File: src/rtl/tlb_mmu_ctrl.sv
// Direct-mapped TLB controller that owns the MMU entry RAM port.
// It serves lookups, accepts page-walker fills and sweeps the RAM clean on flush.
module tlb_mmu_ctrl #(
  parameter int abits   = 6,
  parameter int dbits   = 104,
  parameter int vpnbits = 27,
  parameter int ppnbits = 44
) (
  input  logic               i_clk,
  input  logic               i_rst,
  input  logic               i_req_valid,
  input  logic [vpnbits-1:0] i_req_vpn,
  output logic               o_req_ready,
  output logic               o_resp_valid,
  input  logic               i_resp_ready,
  output logic               o_resp_hit,
  output logic [ppnbits-1:0] o_resp_ppn,
  output logic [7:0]         o_resp_flags,
  input  logic               i_fill_valid,
  input  logic [vpnbits-1:0] i_fill_vpn,
  input  logic [ppnbits-1:0] i_fill_ppn,
  input  logic [7:0]         i_fill_flags,
  output logic               o_fill_ready,
  input  logic               i_flush_valid,
  output logic               o_flush_busy,
  output logic [abits-1:0]   o_mem_addr,
  output logic               o_mem_wena,
  output logic [dbits-1:0]   o_mem_wdata,
  input  logic [dbits-1:0]   i_mem_rdata
);

  localparam int DEPTH   = 2**abits;
  localparam int TAGW    = vpnbits - abits;
  localparam int TAG_LSB = dbits - 1 - TAGW;
  localparam int PPN_LSB = TAG_LSB - ppnbits;
  localparam int FLG_LSB = PPN_LSB - 8;

  localparam logic [abits-1:0] CNT_LAST = abits'(DEPTH - 1);
  localparam logic [abits-1:0] CNT_ONE  = abits'(1);

  localparam logic [1:0] S_FLUSH = 2'd0;
  localparam logic [1:0] S_IDLE  = 2'd1;
  localparam logic [1:0] S_READ  = 2'd2;
  localparam logic [1:0] S_RESP  = 2'd3;

  logic [1:0]         state;
  logic [abits-1:0]   cnt;
  logic               flush_pend;
  logic [TAGW-1:0]    tag_p0;
  logic               hit_p1;
  logic [ppnbits-1:0] ppn_p1;
  logic [7:0]         flags_p1;

  logic               idle_free;
  logic               fill_take;
  logic               req_take;
  logic               rd_hit;
  logic               unused_rdata;

  function automatic logic [dbits-1:0] pack_entry(
    input logic [TAGW-1:0]    tag,
    input logic [ppnbits-1:0] ppn,
    input logic [7:0]         flags
  );
    logic [dbits-1:0] e;
    e = '0;
    e[dbits-1]           = 1'b1;
    e[TAG_LSB +: TAGW]   = tag;
    e[PPN_LSB +: ppnbits] = ppn;
    e[FLG_LSB +: 8]      = flags;
    return e;
  endfunction

  // Fill wins over lookup; a pending or incoming flush blocks both.
  assign idle_free   = !i_rst && (state == S_IDLE) && !i_flush_valid && !flush_pend;
  assign fill_take   = idle_free && i_fill_valid;
  assign req_take    = idle_free && !i_fill_valid && i_req_valid;
  assign o_fill_ready = fill_take;
  assign o_req_ready  = req_take;

  assign o_flush_busy = flush_pend | i_flush_valid | (state == S_FLUSH);
  assign o_resp_valid = !i_rst && (state == S_RESP);
  assign o_resp_hit   = hit_p1;
  assign o_resp_ppn   = ppn_p1;
  assign o_resp_flags = flags_p1;

  assign rd_hit = i_mem_rdata[dbits-1] && (i_mem_rdata[TAG_LSB +: TAGW] == tag_p0);

  // Padding bits of the entry carry nothing.
  assign unused_rdata = ^i_mem_rdata[FLG_LSB-1:0];

  always_comb begin
    o_mem_addr  = '0;
    o_mem_wena  = 1'b0;
    o_mem_wdata = '0;
    if (!i_rst) begin
      if (state == S_FLUSH) begin
        o_mem_addr = cnt;
        o_mem_wena = 1'b1;
      end else if (fill_take) begin
        o_mem_addr  = i_fill_vpn[abits-1:0];
        o_mem_wena  = 1'b1;
        o_mem_wdata = pack_entry(i_fill_vpn[vpnbits-1:abits], i_fill_ppn, i_fill_flags);
      end else if (req_take) begin
        o_mem_addr = i_req_vpn[abits-1:0];
      end
    end
  end

  always_ff @(posedge i_clk) begin
    if (i_rst) begin
      state      <= S_FLUSH;
      cnt        <= '0;
      flush_pend <= 1'b0;
      hit_p1     <= 1'b0;
      ppn_p1     <= '0;
      flags_p1   <= '0;
    end else begin
      case (state)
        S_FLUSH: begin
          if (cnt == CNT_LAST) begin
            cnt   <= '0;
            state <= S_IDLE;
          end else begin
            cnt <= cnt + CNT_ONE;
          end
        end
        S_IDLE: begin
          if (i_flush_valid || flush_pend) begin
            flush_pend <= 1'b0;
            state      <= S_FLUSH;
          end else if (!i_fill_valid && i_req_valid) begin
            state <= S_READ;
          end
        end
        // Stage p1: RAM data for the latched index is on i_mem_rdata now.
        S_READ: begin
          if (i_flush_valid) flush_pend <= 1'b1;
          hit_p1   <= rd_hit;
          ppn_p1   <= rd_hit ? i_mem_rdata[PPN_LSB +: ppnbits] : '0;
          flags_p1 <= rd_hit ? i_mem_rdata[FLG_LSB +: 8] : '0;
          state    <= S_RESP;
        end
        default: begin
          if (i_flush_valid) flush_pend <= 1'b1;
          if (i_resp_ready) state <= S_IDLE;
        end
      endcase
    end
  end

  // Stage p0: tag of the accepted lookup, compared in the following cycle.
  always_ff @(posedge i_clk) begin
    if (req_take) tag_p0 <= i_req_vpn[vpnbits-1:abits];
  end

endmodule

File: config.mk
export PLATFORM = sky130hd
export DESIGN_NAME = tlb_mmu_ctrl
export DESIGN_NICKNAME = d
export VERILOG_FILES = /design/src/rtl/tlb_mmu_ctrl.sv
export SDC_FILE = /design/constraint.sdc
export NUM_CORES = 1
export LEC_CHECK = 0
export CAP_MARGIN = 5
export CORE_AREA = 2 2 151 153
export CTS_BUF_LIST = sky130_fd_sc_hd__clkbuf_2
export DETAILED_ROUTE_END_ITERATION = 10
export DIE_AREA = 0 0 153 155
export PLACE_DENSITY = 0.64
export REMOVE_ABC_BUFFERS = 1
export SLEW_MARGIN = 20
export SYNTH_ARGS = -nofsm -noshare
export SYNTH_HDL_FRONTEND = slang
export SYNTH_SLANG_ARGS = --single-unit
File: constraint.sdc
create_clock -name i_clk -period 6.45 [get_ports i_clk]
set_input_delay 0.645 -clock i_clk [delete_from_list [all_inputs] [get_ports i_clk]]
set_output_delay 0.645 -clock i_clk [all_outputs]
set_load 0.05 [all_outputs]
* After elaboration in Yosys (flattened, before gate mapping)
Index checks and enable logic that the tools add are counted.
Word-level totals: bits in registers 83, bits in latches 0, logic and storage cells 59, input port bits 216, memory bits (writable) 0, memories kept 0, memory bits (read-only) 0
Cells by class: divide/modulo/power cells 0, bitwise gates (word level) 3, add/subtract/negate cells 1, shift-type cells 0, muxes and demuxes 21, reduce and logical (&&, ||, !) cells 19, magnitude comparators 0, equality and inequality tests 8, multipliers 0
Operator list (count):
- 104-bit two-way mux | 3
- 44-bit two-way mux | 1
- 6-bit two-way mux | 5
- 21-bit == test | 1
- 1-bit logical AND | 9
- 2-bit two-way mux | 4
- 8-bit two-way mux | 1
- 6-bit by 1-bit adder with 6-bit output (second input constant) | 1
- 6-bit == test (second input constant) | 1
- 2-bit case mux with 3 select lines | 1
- 3-bit AND reduction | 2
- 1-bit two-way mux | 5
- 2-bit == test (second input constant) | 2
- 1-bit logical NOT | 4
- 2-bit by 1-bit != test with 1-bit output (second input constant) | 2
- 4-bit nonzero test | 1
- 3-bit by 1-bit != test with 1-bit output (second input constant) | 1
- 2-bit by 1-bit == test with 1-bit output (second input constant) | 1
- 2-bit logical NOT | 1
- 1-bit bitwise OR | 2
- 1-bit case mux with 2 select lines | 1
- 2-bit nonzero test | 1
- 1-bit logical OR | 1
- 1-bit inverter | 1

* Longest topological paths before layout
depth in word-level cells 10, mapped depth 7, gate-level depth less buffers 6

* Worst setup path before layout
OpenSTA, ideal clock, no wires.
kind input-to-output, from input port i_flush_valid, to output port o_req_ready, buffers on the path 0, data arrival time 3.575 ns, data required time 5.805 ns, cell stages on the path 2, setup slack 2.230 ns, path through or3b_4 -> nor3_1
On the way: longest elaborated chain between the ends 5
RTL lines:
- from (decl) | RTL line 24 | input logic i_flush_valid,
- 1-bit logical NOT | RTL line 75 | assign idle_free = !i_rst && (state == S_IDLE) && !i_flush_valid && !flush_pend;
- 1-bit logical AND (2 in a row) | RTL line 75
- 1-bit logical AND (2 in a row) | RTL line 77 | assign req_take = idle_free && !i_fill_valid && i_req_valid;
- to (decl) | RTL line 13 | output logic o_req_ready,
Every way passes these cells.

* Worst setup path after layout
from register state[0], to output port o_mem_wdata[32]
On the way: longest elaborated chain between the ends 8, elaborated cells between the ends (all ways) 9, classes of those cells 1 x eq/ne; 3 x mux; 5 x reduce/logical
RTL lines:
- from (decl) | RTL line 46 | logic [1:0] state;
- from (signal assigned) | RTL line 112 | state <= S_FLUSH;
- from (signal assigned) | RTL line 123 | state <= S_IDLE;
- from (signal assigned) | RTL line 131 | state <= S_FLUSH;
- 2-bit by 1-bit == test with 1-bit output | RTL line 75
- 1-bit logical AND (3 in a row) | RTL line 75
- 1-bit logical AND | RTL line 76 | assign fill_take = idle_free && i_fill_valid;
- 104-bit two-way mux | RTL line 100 | end else if (fill_take) begin
- 104-bit two-way mux (*) | RTL line 97 | if (state == S_FLUSH) begin
- 104-bit two-way mux (*) | RTL line 96 | if (!i_rst) begin
- to (decl) | RTL line 28 | output logic [dbits-1:0] o_mem_wdata,
Mark *: on every way between the ends. The rest lies on a longest branch, timed or not.

==> flow_metrics.py <==
metrics = {
    "setup_path": {
        "cp-end-kind": "output port",
        "arrival_ns": 4.12,
        "critical-path-max-stage-delay_ns": 0.86,
        "critPathRequiredTime_ns": 5.80,
        "rrSetupSlack_ns": 4.21,
        "worst-setup-path-type": "register to output port",
        "crit_chain": "inv_1 -> ha_1 -> nor3_4 -> buf_4 -> buf_4 -> and2_1 -> clkdlybuf4s50_1",
        "crit_path_start_kind": "register",
        "worstRegToRegCells": 6,
        "worstReg2RegStart": "state[0]$_SDFFE_PP0P_",
        "r2r-end": "state[1]$_SDFFE_PP0P_",
        "critical-path-slowest-cell": "nor3_4",
        "crit_path_max_fanout": 39,
        "crit_top_cell": "buf_4",
    },
    "layout": {
        "fillers": 2320,
        "drive_above_1_share": 0.0484,
        "nets": 898,
        "area.sequential_um2": 1870,
        "postLayoutCoreUtil": 0.337,
        "multi_input_area_um2": 1840,
        "area_growth_pct": 88.5,
        "design_area_um2": 7490,
    },
    "synthesis": {
        "synthesis.instances": 364,
        "synth_edf_count": 21,
        "ys_seq_elements": 83,
        "synth.area.mux_share": 0.00504,
        "ys_types": 45,
        "synth_top_family_by_area": "simple AND/OR/NAND/NOR gates",
        "yosysWarningCount": 0,
        "synth_xor_area_frac": 0.0529,
        "synth.cell_area_um2": 3970,
        "ys_seq_area_frac": 0.471,
        "synth-compound-area-share": 0.175,
        "ys_async_sr_fraction": 0,
        "synth_fa_ha_area_frac": 0.0158,
        "syn_area_per_cell_um2": 10.9,
        "ys.flop_type": "dfxtp_1",
        "synth-simple-area-share": 0.180,
    },
    "power_and_ir_drop": {
        "internal_power_w": 0.000751,
        "combPwrFrac": 0.204,
        "peakVddDrop_mv": 0.0904,
        "cellPowerDensity_nw_per_um2": 142,
        "sw_frac_of_total": 0.293,
        "pwr-share-clk": 0.283,
        "p_seq_frac": 0.513,
        "power.switching_w": 0.000311,
        "leakage_nw": 2.66,
    },
    "min_path": {
        "hold_path_end": "o_resp_flags[4]$_SDFFE_PP0P_",
        "hp-start": "o_resp_flags[4]$_SDFFE_PP0P_",
        "whs_path_depth": 1,
        "hold_class": "register to register",
    },
    "placement": {
        "io_buffers": 323,
        "hpwl_um": 15100,
        "pre_cts_ws_ns": 1.81,
        "place_area_um2": 7360,
        "routabilityCongestion": 0.784,
    },
    "clocking": {
        "post_cts_buffers": 0,
        "hold_buffers": 0,
        "cts_tree": "yes",
        "clock_sinks": 83,
        "clk_pin_slew_worst_paths_ns": 0.28,
        "post_cts_resized": 0,
        "cts_htree_levels": 3,
        "cts_buffers": 9,
        "clk-insertion-delay-late_ns": 0.57,
        "clock_path_buffers": 2,
        "cts-root-buf": "clkbuf_2",
    },
    "global_route": {
        "grt_start_max_net_pins": 54,
        "grt-ovfl-total": 0,
        "grt_pass1_wl_um": 26800,
        "antenna_found_initial": 1,
        "grt_pass1_vias": 4028,
        "grt_use_total": 0.153,
    },
    "die": {
        "pin_count": 384,
        "die_w_um": 153,
        "start_util": 0.179,
        "rows": 55,
        "core_um2": 22200,
        "die_y_um": 155,
        "die-area_um2": 23700,
    },
    "drt": {
        "wl_per_cell_um": 19.5,
        "drt_iter0_drc": 160,
        "drc": 0,
        "antenna_left": 0,
        "first_pass_iters": 5,
        "vias": 4046,
        "drt_wl_total_um": 18900,
        "viasPerCell": 4.18,
    },
    "sta": {
        "finalCritPeriodShare": 0.739,
        "slew_viol_final": 0,
        "clock-skew-final_ns": 0.0513,
        "worst_slack_ns": 1.68,
        "finalSetupViolCount": 0,
        "grt_setup_unrepaired": "no",
        "post-route-min-period_ns": 4.77,
        "worst_slew_pin_slew_ns": 0.895,
        "max_freq_ghz": 0.210,
        "finalHoldViolations": 0,
        "fin_tns_setup_ns": 0,
        "slew_headroom": 0.403,
    },
    "flow_run": {
        "drv_cap": 0,
    },
    "outcome": {
        "outcome": "completed",
    },
}
==> area by class of cell <==
class                   count  area share
repair buffers            330       0.439
flip-flops and latches     83       0.250
diodes                      1    0.000334
multi-input cells         249       0.245
well taps                 285      0.0476
inverters                   4     0.00201
clock buffers               9     0.00602
clock inverters             7      0.0100
==> placed cells by master, fill, tap and decap left out, types with 2 or more instances in the layout <==
master	netlist	final
a21oi_1	7	7
a222oi_1	4	4
a32o_1	52	52
and2_1	73	73
buf_4	30	7
clkbuf_2	2	9
clkdlybuf4s50_1	0	323
conb_1	1	30
dfxtp_1	62	62
edfxtp_1	21	21
ha_1	5	5
inv_1	4	4
inv_6	0	2
mux2i_1	2	2
nand2_1	4	4
nand2b_1	2	2
nand3_1	2	2
nand4_1	6	6
nor2_1	11	10
nor3_4	1	2
nor4_4	2	2
o21ai_0	4	4
or3_1	2	2
xnor2_1	20	20
xor2_1	4	4
==> synth_stat cells, types with 2 or more instances <==
cell type / instances / area (µm²)
ha_1: 5 / 62.6
a32o_1: 52 / 521
nand3_1: 2 / 10.0
buf_2: 2 / 10.0
buf_6: 6 / 67.6
o21ai_0: 4 / 20.0
nor4_4: 2 / 42.5
clkbuf_1: 16 / 60.1
buf_4: 30 / 225
dfxtp_1: 62 / 1240
edfxtp_1: 21 / 631
or3_1: 2 / 12.5
nor2_1: 11 / 41.3
a222oi_1: 4 / 40.0
clkbuf_2: 2 / 10.0
nand2_1: 4 / 15.0
xor2_1: 4 / 35.0
inv_1: 4 / 15.0
nand2b_1: 2 / 12.5
and2_1: 73 / 457
nand4_1: 6 / 37.5
mux2i_1: 2 / 20.0
xnor2_1: 20 / 175
a21oi_1: 7 / 35.0
==> metal layers <==
metal	global-route usage	routed length (µm)
met1	0.167	7380
met2	0.278	9490
met3	0.0571	1680
met4	0.0459	355
met5	0	0
==> power by group through the flow <==
| stage | clock (W) | sequential [W] | combinational, W |
|---|---|---|---|
| final | 0.000301 | 0.000545 | 0.000217 |
| after global routing | 0.000345 | 0.000546 | 0.000228 |
| after CTS | 0.000329 | 0.000545 | 0.000218 |
| after detailed placement | 0 | 0.000554 | 0.000216 |
| after global placement | 0 | 0.000554 | 0.000215 |
| after floorplan | 0 | 0.000553 | 0.0000803 |
==> cells by family after synthesis <==
logic type                 Yosys count
xor gates and xnor gates            24
adders and majority gates            5
muxes                                2
DFF                                 83
and+or+nand+nor                    112
buffers and inverters               61
AOI/OAI and AO/OA                   76
other                                1
==> state kept, by name, indices dropped and copies added (netlist names) <==
signal	flops
cnt	6
flush_pend	1
o_resp_flags	8
o_resp_hit	1
o_resp_ppn	44
state	2
tag_p0	21
==> worst max-delay path, delay by kind of cell, from the launching register on <==
family | cells | cell delay (ns)
simple gates | 2 | 1.01
buf+inv | 4 | 1.57
fa+ha+maj | 1 | 0.51
flops | 1 | 0.45
==> metrics by stage <==
step / hold slack [ns] / cells / total power, W
after global placement: 0.444 / 951 / 0.000769
final: 0.497 / 968 / 0.00106
after floorplan: 0.474 / 336 / 0.000633
after detailed placement: 0.453 / 951 / 0.000770
after CTS: 0.467 / 967 / 0.00109
after global routing: 0.465 / 968 / 0.00112
==> worst max-delay path by stage <==
stage,startpoint,endpoint,slack (ns),cells after the start
finish,state[0]$_SDFFE_PP0P_,o_mem_wdata[32],1.68,7
global route,state[1]$_SDFFE_PP0P_,o_mem_wdata[78],1.34,8
CTS,state[1]$_SDFFE_PP0P_,o_mem_wdata[82],1.55,8
detailed placement,i_flush_valid,o_mem_wdata[82],1.81,7
global placement,i_flush_valid,o_mem_wdata[32],1.79,7
floorplan,i_flush_valid,o_req_ready,2.23,2
Power figures use the tool's default switching activity.
